`src/rtl/pixel_plot_sink_pkg.sv`:
```
// Shared widths, screen geometry, FSM encoding and the FIFO entry layout for the pixel sink.
package pixel_plot_sink_pkg;
  localparam int H_RES      = 320;
  localparam int V_RES      = 240;
  localparam int COLOUR_W   = 15;
  localparam int X_W        = 9;
  localparam int Y_W        = 8;
  localparam int FB_ADDR_W  = 17;
  localparam int FIFO_DEPTH = 4;
  localparam int FB_PIXELS  = H_RES * V_RES;
  localparam logic [FB_ADDR_W-1:0] FB_LAST_ADDR = FB_ADDR_W'(FB_PIXELS - 1);

  typedef enum logic [1:0] {ST_IDLE, ST_STREAM, ST_DRAIN, ST_CLEAR} state_t;

  typedef struct packed {
    logic [X_W-1:0]      x;
    logic [Y_W-1:0]      y;
    logic [COLOUR_W-1:0] colour;
  } pixel_t;

  // y*320 + x built from shifts so no multiplier is needed
  function automatic logic [FB_ADDR_W-1:0] fb_addr_of(input logic [X_W-1:0] x,
                                                       input logic [Y_W-1:0] y);
    logic [FB_ADDR_W-1:0] yy;
    yy = FB_ADDR_W'(y);
    return (yy << 8) + (yy << 6) + FB_ADDR_W'(x);
  endfunction
endpackage

```
`src/rtl/pixel_plot_sink_if.sv`:
```
// Pixel plot stream from the loader mux: valid/ready handshake carrying one (x, y, colour) per transfer.
interface pixel_plot_sink_if;
  import pixel_plot_sink_pkg::*;
  logic                in_valid;
  logic                in_ready;
  logic [X_W-1:0]      in_x;
  logic [Y_W-1:0]      in_y;
  logic [COLOUR_W-1:0] in_colour;

  modport master (output in_valid, in_x, in_y, in_colour, input in_ready);
  modport slave  (input in_valid, in_x, in_y, in_colour, output in_ready);
endinterface

```
`src/rtl/pixel_fifo.sv`:
```
// Small synchronous FIFO, head visible combinationally on data_o; caller never pushes when full
// nor pops when empty.
module pixel_fifo #(
  parameter int DEPTH = 4,
  parameter int W     = 32
) (
  input  logic                   clk,
  input  logic                   rst_n,
  input  logic                   push_i,
  input  logic                   pop_i,
  input  logic [W-1:0]           data_i,
  output logic [W-1:0]           data_o,
  output logic                   full_o,
  output logic                   empty_o,
  output logic [$clog2(DEPTH):0] count_o
);
  localparam int AW = $clog2(DEPTH);

  logic [W-1:0]  mem_q [DEPTH];
  logic [AW-1:0] wr_ptr_q, rd_ptr_q;
  logic [AW:0]   count_q;

  always_ff @(posedge clk) begin
    if (push_i) mem_q[wr_ptr_q] <= data_i;
  end

  always_ff @(posedge clk or negedge rst_n) begin
    if (!rst_n) begin
      wr_ptr_q <= '0;
      rd_ptr_q <= '0;
      count_q  <= '0;
    end else begin
      if (push_i) wr_ptr_q <= wr_ptr_q + AW'(1);
      if (pop_i)  rd_ptr_q <= rd_ptr_q + AW'(1);
      case ({push_i, pop_i})
        2'b10:   count_q <= count_q + (AW+1)'(1);
        2'b01:   count_q <= count_q - (AW+1)'(1);
        default: count_q <= count_q;
      endcase
    end
  end

  assign data_o  = mem_q[rd_ptr_q];
  assign full_o  = (count_q == (AW+1)'(DEPTH));
  assign empty_o = (count_q == '0);
  assign count_o = count_q;
endmodule

```
`src/rtl/pixel_plot_sink.sv`:
```
// Clips incoming plots, buffers them and writes one framebuffer word per cycle (1 cycle accept->write);
// in_ready drops when the FIFO is full or a clear is draining/running.
module pixel_plot_sink
  import pixel_plot_sink_pkg::*;
(
  input  logic                 clk,
  input  logic                 rst_n,
  pixel_plot_sink_if.slave     pix,
  input  logic                 clear_req_i,
  input  logic [COLOUR_W-1:0]  clear_colour_i,
  output logic                 busy_o,
  output logic                 clear_done_o,
  output logic [7:0]           drop_count_o,
  output logic [FB_ADDR_W-1:0] fb_addr_o,
  output logic [COLOUR_W-1:0]  fb_data_o,
  output logic                 fb_wren_o
);
  localparam int CNT_W = $clog2(FIFO_DEPTH) + 1;

  state_t               state_q, state_d;
  logic                 alive_q;
  logic                 accept, in_screen, push, pop;
  logic                 fifo_full, fifo_empty;
  logic [CNT_W-1:0]     fifo_count;
  pixel_t               in_pix, head;
  logic [7:0]           drop_q, drop_d;
  logic [FB_ADDR_W-1:0] clr_addr_q, clr_addr_d;
  logic [COLOUR_W-1:0]  clr_colour_q, clr_colour_d;
  logic [FB_ADDR_W-1:0] fb_addr_q, fb_addr_d;
  logic [COLOUR_W-1:0]  fb_data_q, fb_data_d;
  logic                 fb_wren_q, fb_wren_d;
  logic                 clr_last_q, clr_last_d;
  logic                 clear_done_q, clear_done_d;

  assign in_pix    = '{x: pix.in_x, y: pix.in_y, colour: pix.in_colour};
  assign in_screen = (pix.in_x < X_W'(H_RES)) && (pix.in_y < Y_W'(V_RES));
  assign accept    = pix.in_valid && pix.in_ready;
  assign push      = accept && in_screen;

  pixel_fifo #(.DEPTH(FIFO_DEPTH), .W($bits(pixel_t))) u_fifo (
    .clk     (clk),
    .rst_n   (rst_n),
    .push_i  (push),
    .pop_i   (pop),
    .data_i  (in_pix),
    .data_o  (head),
    .full_o  (fifo_full),
    .empty_o (fifo_empty),
    .count_o (fifo_count)
  );

  always_ff @(posedge clk or negedge rst_n) begin
    if (!rst_n) state_q <= ST_IDLE;
    else        state_q <= state_d;
  end

  always_comb begin
    state_d = state_q;
    case (state_q)
      ST_IDLE:   if (clear_req_i) state_d = ST_DRAIN;
                 else if (accept) state_d = ST_STREAM;
      ST_STREAM: if (clear_req_i) state_d = ST_DRAIN;
                 else if (fifo_empty && !accept) state_d = ST_IDLE;
      ST_DRAIN:  if (fifo_empty) state_d = ST_CLEAR;
      ST_CLEAR:  if (clr_addr_q == FB_LAST_ADDR) state_d = ST_IDLE;
      default:   state_d = ST_IDLE;
    endcase
  end

  // alive_q keeps in_ready low while reset is held and for the first edge after release
  always_comb begin
    pix.in_ready = alive_q && !fifo_full && (state_q == ST_IDLE || state_q == ST_STREAM);
    pop          = !fifo_empty && (state_q != ST_CLEAR);
    busy_o       = (fifo_count != '0) || (state_q == ST_DRAIN) || (state_q == ST_CLEAR);
  end

  always_comb begin
    drop_d = drop_q;
    if (accept && !in_screen && drop_q != 8'hFF) drop_d = drop_q + 8'd1;

    clr_addr_d   = clr_addr_q;
    clr_colour_d = clr_colour_q;
    if (state_q == ST_DRAIN && fifo_empty) begin
      clr_addr_d   = '0;
      clr_colour_d = clear_colour_i;
    end else if (state_q == ST_CLEAR) begin
      clr_addr_d = clr_addr_q + FB_ADDR_W'(1);
    end

    fb_wren_d = 1'b0;
    fb_addr_d = fb_addr_q;
    fb_data_d = fb_data_q;
    if (pop) begin
      fb_wren_d = 1'b1;
      fb_addr_d = fb_addr_of(head.x, head.y);
      fb_data_d = head.colour;
    end else if (state_q == ST_CLEAR) begin
      fb_wren_d = 1'b1;
      fb_addr_d = clr_addr_q;
      fb_data_d = clr_colour_q;
    end

    // done pulses the cycle after the final clear write is presented
    clr_last_d   = (state_q == ST_CLEAR) && (clr_addr_q == FB_LAST_ADDR);
    clear_done_d = clr_last_q;
  end

  always_ff @(posedge clk or negedge rst_n) begin
    if (!rst_n) begin
      alive_q      <= 1'b0;
      drop_q       <= '0;
      clr_addr_q   <= '0;
      clr_colour_q <= '0;
      fb_addr_q    <= '0;
      fb_data_q    <= '0;
      fb_wren_q    <= 1'b0;
      clr_last_q   <= 1'b0;
      clear_done_q <= 1'b0;
    end else begin
      alive_q      <= 1'b1;
      drop_q       <= drop_d;
      clr_addr_q   <= clr_addr_d;
      clr_colour_q <= clr_colour_d;
      fb_addr_q    <= fb_addr_d;
      fb_data_q    <= fb_data_d;
      fb_wren_q    <= fb_wren_d;
      clr_last_q   <= clr_last_d;
      clear_done_q <= clear_done_d;
    end
  end

  assign drop_count_o = drop_q;
  assign fb_addr_o    = fb_addr_q;
  assign fb_data_o    = fb_data_q;
  assign fb_wren_o    = fb_wren_q;
  assign clear_done_o = clear_done_q;
endmodule

```
`src/flat_wrapper.sv`:
```
// flat-port wrapper written by rule: the top's interface ports become plain ports
module pixel_plot_sink_flat import pixel_plot_sink_pkg::*;
  (clk, rst_n, clear_req_i, clear_colour_i, busy_o, clear_done_o, drop_count_o, fb_addr_o, fb_data_o, fb_wren_o, pix_in_valid, pix_in_x, pix_in_y, pix_in_colour, pix_in_ready);
  pixel_plot_sink_if pix_i ();
  input  logic clk;
  input  logic rst_n;
  input  logic clear_req_i;
  input  logic [COLOUR_W-1:0] clear_colour_i;
  output logic busy_o;
  output logic clear_done_o;
  output logic [7:0] drop_count_o;
  output logic [FB_ADDR_W-1:0] fb_addr_o;
  output logic [COLOUR_W-1:0] fb_data_o;
  output logic fb_wren_o;
  input wire logic [$bits(pix_i.in_valid)-1:0] pix_in_valid;
  input wire logic [$bits(pix_i.in_x)-1:0] pix_in_x;
  input wire logic [$bits(pix_i.in_y)-1:0] pix_in_y;
  input wire logic [$bits(pix_i.in_colour)-1:0] pix_in_colour;
  output wire logic [$bits(pix_i.in_ready)-1:0] pix_in_ready;
  assign pix_i.in_valid = pix_in_valid;
  assign pix_i.in_x = pix_in_x;
  assign pix_i.in_y = pix_in_y;
  assign pix_i.in_colour = pix_in_colour;
  assign pix_in_ready = pix_i.in_ready;
  pixel_plot_sink u_core (.clk(clk), .rst_n(rst_n), .pix(pix_i), .clear_req_i(clear_req_i), .clear_colour_i(clear_colour_i), .busy_o(busy_o), .clear_done_o(clear_done_o), .drop_count_o(drop_count_o), .fb_addr_o(fb_addr_o), .fb_data_o(fb_data_o), .fb_wren_o(fb_wren_o));
endmodule
```
`config.mk`:
```
export PLATFORM = sky130hd
export DESIGN_NAME = pixel_plot_sink_flat
export DESIGN_NICKNAME = d
export VERILOG_FILES = /design/src/rtl/pixel_plot_sink_pkg.sv /design/src/rtl/pixel_plot_sink_if.sv /design/src/rtl/pixel_fifo.sv /design/src/rtl/pixel_plot_sink.sv /design/src/flat_wrapper.sv
export SDC_FILE = /design/constraint.sdc
export NUM_CORES = 1
export LEC_CHECK = 0
export CORE_ASPECT_RATIO = 1.2
export CORE_UTILIZATION = 40
export CTS_BUF_LIST = sky130_fd_sc_hd__clkbuf_8 sky130_fd_sc_hd__clkbuf_16
export DETAILED_ROUTE_END_ITERATION = 10
export PLACE_DENSITY = 0.7
export SLEW_MARGIN = 20
export SYNTH_ARGS = -nofsm -noshare
export SYNTH_HDL_FRONTEND = slang
export SYNTH_SLANG_ARGS = --single-unit
```
`constraint.sdc`:
```
create_clock -name clk -period 3.8 [get_ports clk]
set_input_delay 0.76 -clock clk [delete_from_list [all_inputs] [get_ports clk]]
set_output_delay 0.76 -clock clk [all_outputs]
set_load 0.005 [all_outputs]
```
==> results.sh <==
export IMPL_status="complete, but fails checks"
export IMPL_violations="design-rule violations"
export IMPL_wl_met2_um=8890
export IMPL_clk_latency_ns=0.51
export IMPL_seqCellArea_mm2=0.00597
export IMPL_synth_main_ff_cell="edfxtp_1"
export IMPL_fp_row_count=59
export IMPL_critPathMaxFanout=15
export IMPL_report_final_slew_viol_count=0
export IMPL_grt_max_degree=70
export IMPL_worst_pin_slew_ns=0.907
export IMPL_post_route_cells_drive_above_1_share=0.121
export IMPL_drc=20
export IMPL_cts_sinks=213
export IMPL_dpl_hpwl_um=12400
export IMPL_critPathMaxStageDelay_ns=0.65
export IMPL_required_ns=4.19
export IMPL_p_leak_nw=4.19
export IMPL_path_buf_inv=2
export IMPL_fmax_mhz=309
export IMPL_num_vias=5395
export IMPL_dr_pass1_iters=8
export IMPL_syn_nets=710
export IMPL_final_cells=1028
export IMPL_startpoint_type="flop"
export IMPL_synth_edff_count=128
export IMPL_cts_hold_buf=0
export IMPL_die_y_um=166
export IMPL_finalSetupViolations=0
export IMPL_cpLargestDelayFamily="compound AO/OA/AOI/OAI gates"
export IMPL_worstSetupEndpointType="flop"
export IMPL_post_cts_buffers=0
export IMPL_synth_top_cell_area_share=0.431
export IMPL_cts_repair_resized=0
export IMPL_io_buffers=94
export IMPL_yosysWarnings=0
export IMPL_vias_per_cell=5.25
export IMPL_clock_skew_ns=0.0150
export IMPL_cts_buffer_depth=3
export IMPL_synth_cell_area_mm2=0.00892
export IMPL_hold_viol_final=0
export IMPL_drv_cap=0
export IMPL_p_seq_frac=0.370
export IMPL_slew_headroom=0.395
export IMPL_num_io_pins=95
export IMPL_cts_tree="yes"
export IMPL_vdd_ir_drop_max_mv=0.416
export IMPL_antenna_found_initial=2
export IMPL_synth_distinct_cells=50
export IMPL_yosys_top_cells_count="edfxtp_1 (128), nand2_1 (119), dfrtp_1 (85)"
export IMPL_wl_um=18300
export IMPL_grt_overflow=0
export IMPL_grt_usage=0.166
export IMPL_die_area_mm2=0.0229
export IMPL_critPathKind="flop to flop"
export IMPL_fin_nets=813
export IMPL_multiInputGateArea_mm2=0.00279
export IMPL_cts_root_buf="clkbuf_16"
export IMPL_p_switching_w=0.00288
export IMPL_areaGrowthSynthToFinish_pct=22.7
export IMPL_p_int_w=0.00583
export IMPL_grt_pass1_wl_um=30000
export IMPL_ys_ff_latch=213
export IMPL_synth_most_common_cell="edfxtp_1"
export IMPL_fin_crit_sh=0.851
export IMPL_yosysSeqAreaShare=0.669
export IMPL_post_route_min_period_ns=3.23
export IMPL_met3WireLength_um=996
export IMPL_initial_core_util=0.410
export IMPL_dp_cells=988
export IMPL_swShare=0.331
export IMPL_syn_inst=634
export IMPL_timing_critical_path_arrival_ns=3.63
export IMPL_wl_per_cell_um=17.8
export IMPL_yosysTopAreaCell="edfxtp_1"
export IMPL_nFillCells=1791
export IMPL_dr_first_iter_drc_count=390
export IMPL_antenna_left=0
export IMPL_topRoutingLayerUsed="met4"
export IMPL_synthTopCellsByArea="edfxtp_1 (43%), dfrtp_1 (24%), mux4_2 (8.1%), nand2_1 (5.0%), ha_1 (3.1%)"
export IMPL_crit_top_cell="inv_1"
export IMPL_cellPowerDensity_mw_per_mm2=795
export IMPL_grt_setup_unrepaired="no"
export IMPL_pwr_share_comb=0.375
export IMPL_grt_pass1_vias=5451
export IMPL_clkSlewWorstSetupHoldPaths_ns=0.07
export IMPL_cts_made_buffers=21
export IMPL_synthArstFlopShare=0.399
export IMPL_met1_length_um=7930
export IMPL_pwr_share_clk=0.256
export IMPL_worstPathCellList="mux4_2, inv_1, fa_1, inv_1, ha_1, a211oi_1, o21bai_1, a21oi_1, xnor2_1, a221o_1"
export IMPL_hp_class="flop to flop"
export IMPL_syn_area_per_cell_um2=14.1
export IMPL_die_w_um=138
export IMPL_htreeDepth=1
export IMPL_setup_tns_ns=0
export IMPL_finalWeightedCongestion=0.794
export IMPL_slowest_stage="dfrtp_2"
export IMPL_coreArea_mm2=0.0218
-- stage by stage --
step	power, W	util	setup slack (ns)	hold WS (ns)	cell area (um^2)
after floorplan	0.00536	-	0.373	0.331	8920
after global placement	0.00646	0.468	0.568	0.332	10200
after detailed placement	0.00653	0.468	0.556	0.346	10200
after CTS	0.00879	0.503	0.546	0.358	10900
after global routing	0.00929	0.503	0.324	0.364	10900
final	0.00871	0.503	0.565	0.356	11000
-- final timing paths --
kind	endpoint	cells past startpoint	from	slack, ns
min in group asynchronous	u_core.drop_count_o[4]	1	rst_n	0.37
max	u_core.fb_addr_o[12]	10	u_core.u_fifo.rd_ptr_q[0]	0.57
min reg2reg	u_core.clear_done_o	0	u_core.clear_done_d	0.36
max reg2reg	u_core.fb_addr_o[12]	10	u_core.u_fifo.rd_ptr_q[0]	0.57
min	u_core.clear_done_o	0	u_core.clear_done_d	0.36
max in group asynchronous	u_core.clr_addr_q[3]	2	rst_n	2.71
-- power groups by stage --
stage	Clock, W	Sequential (W)	Combinational, W
2_1_floorplan	0	0.00314	0.00222
3_3_place_gp	0	0.00326	0.00320
3_5_place_dp	0	0.00327	0.00327
4_1_cts	0.00228	0.00323	0.00328
5_1_grt	0.00237	0.00328	0.00364
6_report	0.00223	0.00322	0.00326
-- registers in the layout (all words and copies together), names as in the netlist --
register,cells
u_core.drop_count_o,8
u_core.clr_colour_q,15
u_core.clr_addr_q,17
u_core.u_fifo.rd_ptr_q,2
u_core.clear_done_o,1
u_core.u_fifo.wr_ptr_q,2
u_core.clear_done_d,1
u_core.fb_wren_o,1
u_core.alive_q,1
u_core.u_fifo.count_o,3
u_core.fb_addr_o,17
u_core.u_fifo.mem_q,128
u_core.fb_data_o,15
u_core.state_q,2
-- logic make-up (layout without fill, tap and decap cells) --
kind of cell | after synthesis | in the layout | share of synthesized area
xor gates and xnor gates | 17 | 17 | 0.0167
buffers and inverters | 41 | 159 | 0.0194
AOI/OAI and AO/OA | 84 | 84 | 0.0614
adders and majority gates | 25 | 25 | 0.0376
muxes | 40 | 40 | 0.0900
and+or+nand+nor | 213 | 213 | 0.105
DFF | 213 | 213 | 0.669
other | 1 | 3 | 0.000420
-- layout by cell type, fill, tap and decap left out, drive strengths merged, types with 11 or more instances in the layout --
cell type and instances:
edfxtp 128, nand2 119, clkdlybuf4s50 93, dfrtp 85
nor2 43, mux4 32, a31oi 26, ha 22
clkbuf 21, o21ai 18, buf 16, a21oi 15
inv 15, nand3 14, xnor2 12, nand4 11
-- area by class of cell --
class / instances / share of cell area
multi-input combinational: 380 / 0.255
inverter: 12 / 0.00411
clock buffer: 21 / 0.0480
tap: 274 / 0.0313
timing repair buffer: 109 / 0.0960
clock inverter: 17 / 0.0202
sequential: 213 / 0.545
antenna: 2 / 0.000457
-- per-layer routing --
metal,vias up,GRT usage
met2,134,0.275
met5,-,0
met1,2679,0.219
li1,2552,-
met4,0,0.0562
met3,30,0.0315
(Power assumes the default switching activity.)
